$ cat src/rtl/axi_rfifo.sv
`default_nettype none
// ============================================================================
// Module   : axi_rfifo
// Purpose  : AXI read-data (R) channel delay buffer. R beats arriving from the
//            pad-side memory model are stored in an in-order ENTRY_NUM-deep
//            FIFO and each one is held for a programmable number of cycles
//            before it is offered to the CPU BIU. It is the return path that
//            pairs with the read-address delay FIFO and is used to stress the
//            CPU's read-latency tolerance.
// Revision : 1.0 - initial release
// ----------------------------------------------------------------------------
// Parameters
//   ENTRY_NUM   FIFO depth (one-hot pointers, one down-counter per entry)
//   DATA_WIDTH  rdata width
// Ports
//   cpu_clk          in   clock
//   cpu_rst_b        in   reset, asynchronous, active-low
//   pad_biu_rvalid   in   R beat valid from pad side
//   pad_biu_rdata    in   read data
//   pad_biu_rid      in   read ID
//   pad_biu_rresp    in   read response
//   pad_biu_rlast    in   last beat of burst
//   fifo_pad_rready  out  FIFO can accept a beat
//   delay_num        in   delay in cycles, sampled when a beat is accepted
//   fifo_biu_rvalid  out  delayed beat valid to BIU
//   fifo_biu_rdata   out  delayed data
//   fifo_biu_rid     out  delayed ID
//   fifo_biu_rresp   out  delayed response
//   fifo_biu_rlast   out  delayed last
//   biu_pad_rready   in   BIU accepts beat
// Configuration macro
//   AXI_RFIFO_FIRST_BEAT_DELAY_EN
//     defined   : only the first beat of each burst is loaded with delay_num,
//                 later beats of the same burst load a count of zero.
//     undefined : every beat is loaded with delay_num.
// ============================================================================
module axi_rfifo #(
    parameter int ENTRY_NUM  = 8,
    parameter int DATA_WIDTH = 128
) (
    input  logic                  cpu_clk,
    input  logic                  cpu_rst_b,
    input  logic                  pad_biu_rvalid,
    input  logic [DATA_WIDTH-1:0] pad_biu_rdata,
    input  logic [7:0]            pad_biu_rid,
    input  logic [1:0]            pad_biu_rresp,
    input  logic                  pad_biu_rlast,
    output logic                  fifo_pad_rready,
    input  logic [31:0]           delay_num,
    output logic                  fifo_biu_rvalid,
    output logic [DATA_WIDTH-1:0] fifo_biu_rdata,
    output logic [7:0]            fifo_biu_rid,
    output logic [1:0]            fifo_biu_rresp,
    output logic                  fifo_biu_rlast,
    input  logic                  biu_pad_rready
);

    // Stored beat layout: {rdata, rid, rresp, rlast}
    localparam int                   C_ENTRY_W = DATA_WIDTH + 8 + 2 + 1;
    localparam logic [ENTRY_NUM-1:0] C_PTR_RST = {{(ENTRY_NUM-1){1'b0}}, 1'b1};

    // ------------------------------------------------------------------------
    // Declarations
    // ------------------------------------------------------------------------
    logic [ENTRY_NUM-1:0] r_entry_vld;
    logic [ENTRY_NUM-1:0] r_create_ptr;
    logic [ENTRY_NUM-1:0] r_pop_ptr;

    logic [ENTRY_NUM-1:0] w_entry_done;
    logic [ENTRY_NUM-1:0] w_create_sel;
    logic [ENTRY_NUM-1:0] w_pop_sel;

    logic                 w_create_en;
    logic                 w_pop_req;
    logic                 w_pop_en;
    logic [31:0]          w_load_cnt;

    logic [C_ENTRY_W-1:0] w_create_data;
    logic [C_ENTRY_W-1:0] w_pop_data;
    logic [C_ENTRY_W-1:0] w_pop_term [ENTRY_NUM];

    // ------------------------------------------------------------------------
    // Create side
    // ------------------------------------------------------------------------
    // Ready depends only on the slot under the create pointer, never on
    // rvalid, so the pad side sees no combinational loop through this block.
    assign fifo_pad_rready = ~(|(r_create_ptr & r_entry_vld));
    assign w_create_en     = pad_biu_rvalid & fifo_pad_rready;
    assign w_create_sel    = r_create_ptr & {ENTRY_NUM{w_create_en}};
    assign w_create_data   = {pad_biu_rdata, pad_biu_rid, pad_biu_rresp, pad_biu_rlast};

`ifdef AXI_RFIFO_FIRST_BEAT_DELAY_EN
    // Set by a non-last beat, cleared by the last beat: while set, the beat
    // being accepted belongs to a burst whose first beat already paid the
    // delay, so it is loaded with a zero count.
    logic r_in_burst;

    always_ff @(posedge cpu_clk or negedge cpu_rst_b) begin
        if (!cpu_rst_b) begin
            r_in_burst <= 1'b0;
        end else if (w_create_en) begin
            r_in_burst <= ~pad_biu_rlast;
        end
    end

    assign w_load_cnt = r_in_burst ? 32'd0 : delay_num;
`else
    assign w_load_cnt = delay_num;
`endif

    // ------------------------------------------------------------------------
    // Pop side
    // ------------------------------------------------------------------------
    // Only the head entry may be presented; a finished entry behind a head
    // that is still counting waits its turn.
    assign w_pop_req = |(r_pop_ptr & r_entry_vld & w_entry_done);
    assign w_pop_en  = w_pop_req & biu_pad_rready;
    assign w_pop_sel = r_pop_ptr & {ENTRY_NUM{w_pop_en}};

    // ------------------------------------------------------------------------
    // Valid bits and pointers
    // ------------------------------------------------------------------------
    // A create can only target an empty slot and a pop only a full one, so
    // the set and clear masks never hit the same bit in one cycle.
    always_ff @(posedge cpu_clk or negedge cpu_rst_b) begin
        if (!cpu_rst_b) begin
            r_entry_vld <= '0;
        end else begin
            r_entry_vld <= (r_entry_vld | w_create_sel) & ~w_pop_sel;
        end
    end

    always_ff @(posedge cpu_clk or negedge cpu_rst_b) begin
        if (!cpu_rst_b) begin
            r_create_ptr <= C_PTR_RST;
        end else if (w_create_en) begin
            r_create_ptr <= {r_create_ptr[ENTRY_NUM-2:0], r_create_ptr[ENTRY_NUM-1]};
        end
    end

    always_ff @(posedge cpu_clk or negedge cpu_rst_b) begin
        if (!cpu_rst_b) begin
            r_pop_ptr <= C_PTR_RST;
        end else if (w_pop_en) begin
            r_pop_ptr <= {r_pop_ptr[ENTRY_NUM-2:0], r_pop_ptr[ENTRY_NUM-1]};
        end
    end

    // ------------------------------------------------------------------------
    // Per-entry storage and delay counter
    // ------------------------------------------------------------------------
    for (genvar gi = 0; gi < ENTRY_NUM; gi++) begin : g_entry
        logic [31:0]          r_cnt;
        logic [C_ENTRY_W-1:0] r_data;

        // The counter saturates at zero: a finished entry stays finished
        // until it is popped, however long the BIU stalls.
        always_ff @(posedge cpu_clk or negedge cpu_rst_b) begin
            if (!cpu_rst_b) begin
                r_cnt  <= '0;
                r_data <= '0;
            end else if (w_create_sel[gi]) begin
                r_cnt  <= w_load_cnt;
                r_data <= w_create_data;
            end else if (r_entry_vld[gi] && (r_cnt != 32'd0)) begin
                r_cnt  <= r_cnt - 32'd1;
            end
        end

        assign w_entry_done[gi] = (r_cnt == 32'd0);
        assign w_pop_term[gi]   = r_data & {C_ENTRY_W{r_pop_ptr[gi]}};
    end

    // ------------------------------------------------------------------------
    // Output AND-OR mux
    // ------------------------------------------------------------------------
    // The pop pointer is one-hot, so OR-ing the masked entries selects the
    // head. Data follows the head slot even when it is empty; consumers only
    // look at it while rvalid is high.
    always_comb begin
        w_pop_data = '0;
        for (int i = 0; i < ENTRY_NUM; i++) begin
            w_pop_data = w_pop_data | w_pop_term[i];
        end
    end

    assign fifo_biu_rvalid = w_pop_req;
    assign fifo_biu_rdata  = w_pop_data[C_ENTRY_W-1 -: DATA_WIDTH];
    assign fifo_biu_rid    = w_pop_data[10:3];
    assign fifo_biu_rresp  = w_pop_data[2:1];
    assign fifo_biu_rlast  = w_pop_data[0];

endmodule
`default_nettype wire

$ cat config.mk
export PLATFORM = sky130hd
export DESIGN_NAME = axi_rfifo
export DESIGN_NICKNAME = d
export VERILOG_FILES = /design/src/rtl/axi_rfifo.sv
export SDC_FILE = /design/constraint.sdc
export NUM_CORES = 2
export LEC_CHECK = 0
export CORE_MARGIN = 2
export CORE_UTILIZATION = 50
export CTS_CLUSTER_SIZE = 8
export DETAILED_ROUTE_END_ITERATION = 6
export PLACE_DENSITY_LB_ADDON = 0.05
export SYNTH_ARGS = -nofsm -noshare
export SYNTH_HDL_FRONTEND = slang
export SYNTH_SLANG_ARGS = --single-unit
$ cat constraint.sdc
create_clock -name cpu_clk -period 3.4 [get_ports cpu_clk]
set_input_delay 0.85 -clock cpu_clk [delete_from_list [all_inputs] [get_ports cpu_clk]]
set_output_delay 0.85 -clock cpu_clk [all_outputs]
set_load 0.02 [all_outputs]
* Word level (Yosys, flattened, before mapping)
Index checks and enable logic that the tools add are counted.
** Cells by class
- Add/subtract/negate cells :: 8
- Muxes and demuxes :: 16
- Bitwise operators :: 26
- Reduce and logical (&&, ||, !) cells :: 34
** Operators with widths (number)
- 139-bit bitwise AND :: 8
- 139-bit bitwise OR :: 7
- 32-bit 2-to-1 mux :: 16
- 32-bit logical NOT :: 8
- 32-bit nonzero test :: 8
- 32-bit by 1-bit subtractor with 32-bit output, second input constant :: 8
- 8-bit bitwise AND :: 6
- 2-bit nonzero test :: 8
- 8-bit OR reduction :: 2
- 1-bit logical AND :: 8
- 8-bit inverter :: 1
- 8-bit bitwise OR :: 1
- 1-bit bitwise AND :: 2
- 1-bit inverter :: 1
** Storage, ports and cells
- Register bits :: 1392
- Input bits :: 175
- Logic and storage cells :: 103

* Depth between registers and ports, before layout
- Word-level depth :: 8
- Gate-level depth with buffers :: 11
- Mapped depth without buffers :: 8

* Worst setup path after synthesis
OpenSTA, ideal clock, no wires.
- Kind :: reg-to-output
- Start point :: reg g_entry[6].r_cnt[18]
- End point :: out fifo_biu_rvalid
- Arrival :: 2.121 ns
- Required time :: 2.550 ns
- Path slack :: 0.429 ns
- Cell stages (with the launch flop) :: 7
- Cell sequence :: dfrtp_1 > or4_1 > or2_2 > clkbuf_1 > or4_1 > o211a_1 > nand4_1
** Between the ends
- Cells in the longest elaborated chain, start to end :: 3
** RTL lines
- from (decl) :: line 153 : logic [31:0] r_cnt;
- from (signal assigned) :: line 163 : r_cnt <= w_load_cnt;
- from (signal assigned) :: line 166 : r_cnt <= r_cnt - 32'd1;
- 32-bit logical NOT :: line 170 : assign w_entry_done[gi] = (r_cnt == 32'd0);
- 8-bit bitwise AND :: line 116 : assign w_pop_req = |(r_pop_ptr & r_entry_vld & w_entry_done);
- 8-bit OR reduction :: line 116
- to (decl) :: line 50 : output logic fifo_biu_rvalid,
No other way between the ends.

* Worst setup path in the final report
Same ends and word-level chain as after synthesis.

==> metrics <==
worst path required time=approximately 2600 ps; nature of the critical path endpoint=primary output; vias in the first global route=~56k; Port Buffers=315; Most used DFF post-synth=dfrtp_1; FP Rows=roughly 130; Num CTS Buffers=192; GRT Overall Usage=a little over a third; Post-synth EDFFs=0; status=finished, violations left; Synth async-reset ratio=between 90% and 100%; Clock Skew=between 20 and 25 ps; syn nets=7,852; Starting Density=about half; synthesized netlist cell count=7,661; DRC Markers=0; Max Slew Vio Count=0; final hold slack=~470 ps; MaxCap Viol Count=0; initial antenna violation count=32; Distinct cells, synth=80; Rel. slew slack=21.9%; boundary pin count=316; crit path launch type=flip-flop; maximum root-to-sink buffer count=3; Post-Place Worst Slack=-224 ps; Die Wd=~360 um; Overflow after GRT=0; Layout Nets=between 8k and 9k; pin count of the biggest net entering global routing=roughly 120; crit-path cells=or4_4 -> or2_4 -> or4_4 -> o211a_4 -> nand4_1 -> buf_6; post-synthesis sequential area ratio=~54%; share of the clock period used by the worst path=110%; #FFs+latches synth=around 1.4k; wirelength, routed=about 230 mm; first-pass GRT wire length=353 mm; core area=about 0.13 mm^2; number of setup violations in the final report=1; Clock Tree Root=clkbuf_16; CTS HTree Levels=4; die area=roughly 0.13 mm^2; GPL Wtd Cong=approximately 0.9; critical path type=flip-flop to primary output; WL met1=97.9 mm; met3 routed WL=21.5 mm; Clk Latency, worst-skew pair=around 800 ps; antenna viol nets, final=0; vias per cell=roughly 6.0; Most common cell on crit path=or4_4; register clock-pin slew on the reported worst setup and hold paths=around 50 ps; routed via count=between 50k and 60k; placed instance area=slightly above 0.07 mm^2; drt pass-1 iters=6; Syn Std Cell Area=around 0.065 mm^2; hold path cells=2; die height=approximately 360 um; Initial DRC Count=between 6k and 7k; worst min path class=flip-flop to flip-flop; wire per inst=~24 um; synth warn=0; Largest stage delay, worst path=between 500 and 600 ps; Crit-path slowest cell=or4_4; CTS tree=yes; FMAX=between 200 and 300 MHz; Crit Path Max Fanout=2; CTS sink count=approximately 1.4k; R2R depth=8; layout cells sized above 1=10.4%; unrepaired setup endpoints after global routing=true; DP Wirelength=~130 mm; highest metal used=met5; P&R area growth vs syn=18.4%; slack of the critical path=-343 ps; Tightest Pin Transition=about 1200 ps; area of all placed cells without fillers=around 0.077 mm^2; Fin. Hold Viols=0; min Tclk post-route=about 3700 ps; Worst IR Drop VDD=approximately 0.56 mV; WP data arrival=2890 ps; failing checks=negative setup slack; Pwr per Cell Area=approximately 450 mW/mm^2; met2 routed WL=~100 mm; Mean Syn Cell Area=8.45 um^2; Static Leak=between 30 and 40 nW
[cell usage after synthesis (16+ instances only)]
master / number / area share, %
a21oi_1: 140 / 1.1
o21ai_0: 124 / 0.96
or4_1: 31 / 0.36
o21a_1: 19 / 0.22
a22oi_1: 565 / 6.6
buf_4: 143 / 1.7
nand3_1: 68 / 0.53
xor2_1: 46 / 0.62
nand2b_1: 24 / 0.23
xnor2_1: 47 / 0.64
nor3_1: 89 / 0.69
nand2_1: 3557 / 21
o22ai_1: 19 / 0.18
dfrtp_1: 1390 / 54
o31ai_1: 16 / 0.19
a311oi_1: 42 / 0.57
buf_1: 40 / 0.23
clkbuf_1: 443 / 2.6
or3_1: 28 / 0.27
a211oi_1: 21 / 0.24
nor4_1: 88 / 0.85
ha_1: 16 / 0.31
o221a_2: 23 / 0.40
inv_1: 38 / 0.22
nand4_1: 189 / 1.8
nor2_1: 237 / 1.4
[metrics by stage]
stage               utilization [%]  power (mW)  TNS [ps]  cells
global route                   59.5        35.9      -491   9677
detailed placement             54.9        17.9      -224   9397
floorplan                         -        17.2         0   7661
CTS                            59.4        35.1      -411   9653
finish                         59.5        34.9      -343   9677
global placement               54.9        17.9      -312   9397
[critical path, delay by kind of cell, from the launching register on]
family | cells | cell delay [ps]
AOI/OAI and AO/OA | 1 | 180
buffers and inverters | 1 | 150
DFF | 1 | 370
and+or+nand+nor | 4 | 1390
[per-layer routing]
layer | vias up | GRT usage, %
li1 | 25900 | -
met1 | 28700 | 49.0
met2 | 2839 | 53.5
met3 | 544 | 6.91
met4 | 40 | 13.9
met5 | - | 0
[timing repair]
item / in CTS / in global routing
setup buffers: 22 / 10
resized for setup: 362 / 143
pin swaps: 17 / 16
hold endpoints to repair: 14 / 0
gates cloned: 10 / 4
endpoints found under the setup margin: 140 / 68
hold buffers: 1 / 0
[cell families (layout without fill, tap and decap cells)]
| group | count (synthesis) | after routing | synth area share (%) |
|---|---|---|---|
| xor+xnor | 93 | 93 | 1.26 |
| buf+inv | 685 | 949 | 4.88 |
| mux | 10 | 10 | 0.172 |
| fa+ha+maj | 16 | 16 | 0.309 |
| other cells | 0 | 10 | 0 |
| flops | 1392 | 1392 | 53.8 |
| simple gates | 4407 | 4407 | 28.0 |
| compound gates | 1058 | 1058 | 11.6 |
[where the power goes]
group          internal [mW]  leakage (nW)  switching [mW]
combinational          0.269          16.4           0.731
sequential              16.6          18.8               0
clock                   10.2          2.51            7.12
[path summary, 6_finish.rpt]
| kind | start | endpoint | slack (ps) |
|---|---|---|---|
| setup / recovery | g_entry[6].r_cnt[18] | fifo_biu_rvalid | -340 |
| hold / removal | g_entry[4].r_data[132] | g_entry[4].r_data[132] | 470 |
| setup reg to reg | g_entry[2].r_cnt[21] | r_pop_ptr[4] | 430 |
| hold reg to reg | g_entry[4].r_data[132] | g_entry[4].r_data[132] | 470 |
| max in group asynchronous | cpu_rst_b | g_entry[4].r_data[110] | 1590 |
| min in group asynchronous | cpu_rst_b | g_entry[7].r_cnt[9] | 660 |
[state kept, by name, summed over array words and instances, names as in the netlist]
name / flops
g_entry.r_data: 1112
r_pop_ptr: 8
r_create_ptr: 8
g_entry.r_cnt: 256
r_entry_vld: 8
[cell type report]
class                      count  area, um^2
sequential                  1392       34900
inverter                      38         143
clock buffer                 214        4990
tap                         1742        2180
timing repair buffer         688        7250
multi-input combinational   5584       27100
antenna                       10        25.0
fill                       11200       52300
clock inverter                 9         145
[cells in the final DEF (no fill, tap or decap), drive strengths merged, types with 9 or more instances in the layout]
master,Yosys,layout
a21oi,142,142
buf,194,411
dfrtp,1390,1390
nor2,237,237
nand4,189,189
nand2,3558,3558
or2,14,14
nand2b,24,24
or4,35,35
and3,13,13
nor4b,11,11
nor4,94,94
ha,16,16
inv,38,43
or3,32,32
xor2,46,46
diode,0,10
dlygate4sd2,0,9
clkdlybuf4s50,0,173
a211oi,21,21
a22oi,565,565
mux2,9,9
o21a,19,19
a31oi,10,10
o221a,25,25
nand3,69,69
o21ai,126,126
nor3,90,90
clkbuf,452,258
a311oi,42,42
o31ai,18,18
clkdlybuf4s15,0,45
a211o,12,12
o22ai,19,19
xnor2,47,47
(Power assumes the default switching activity.)
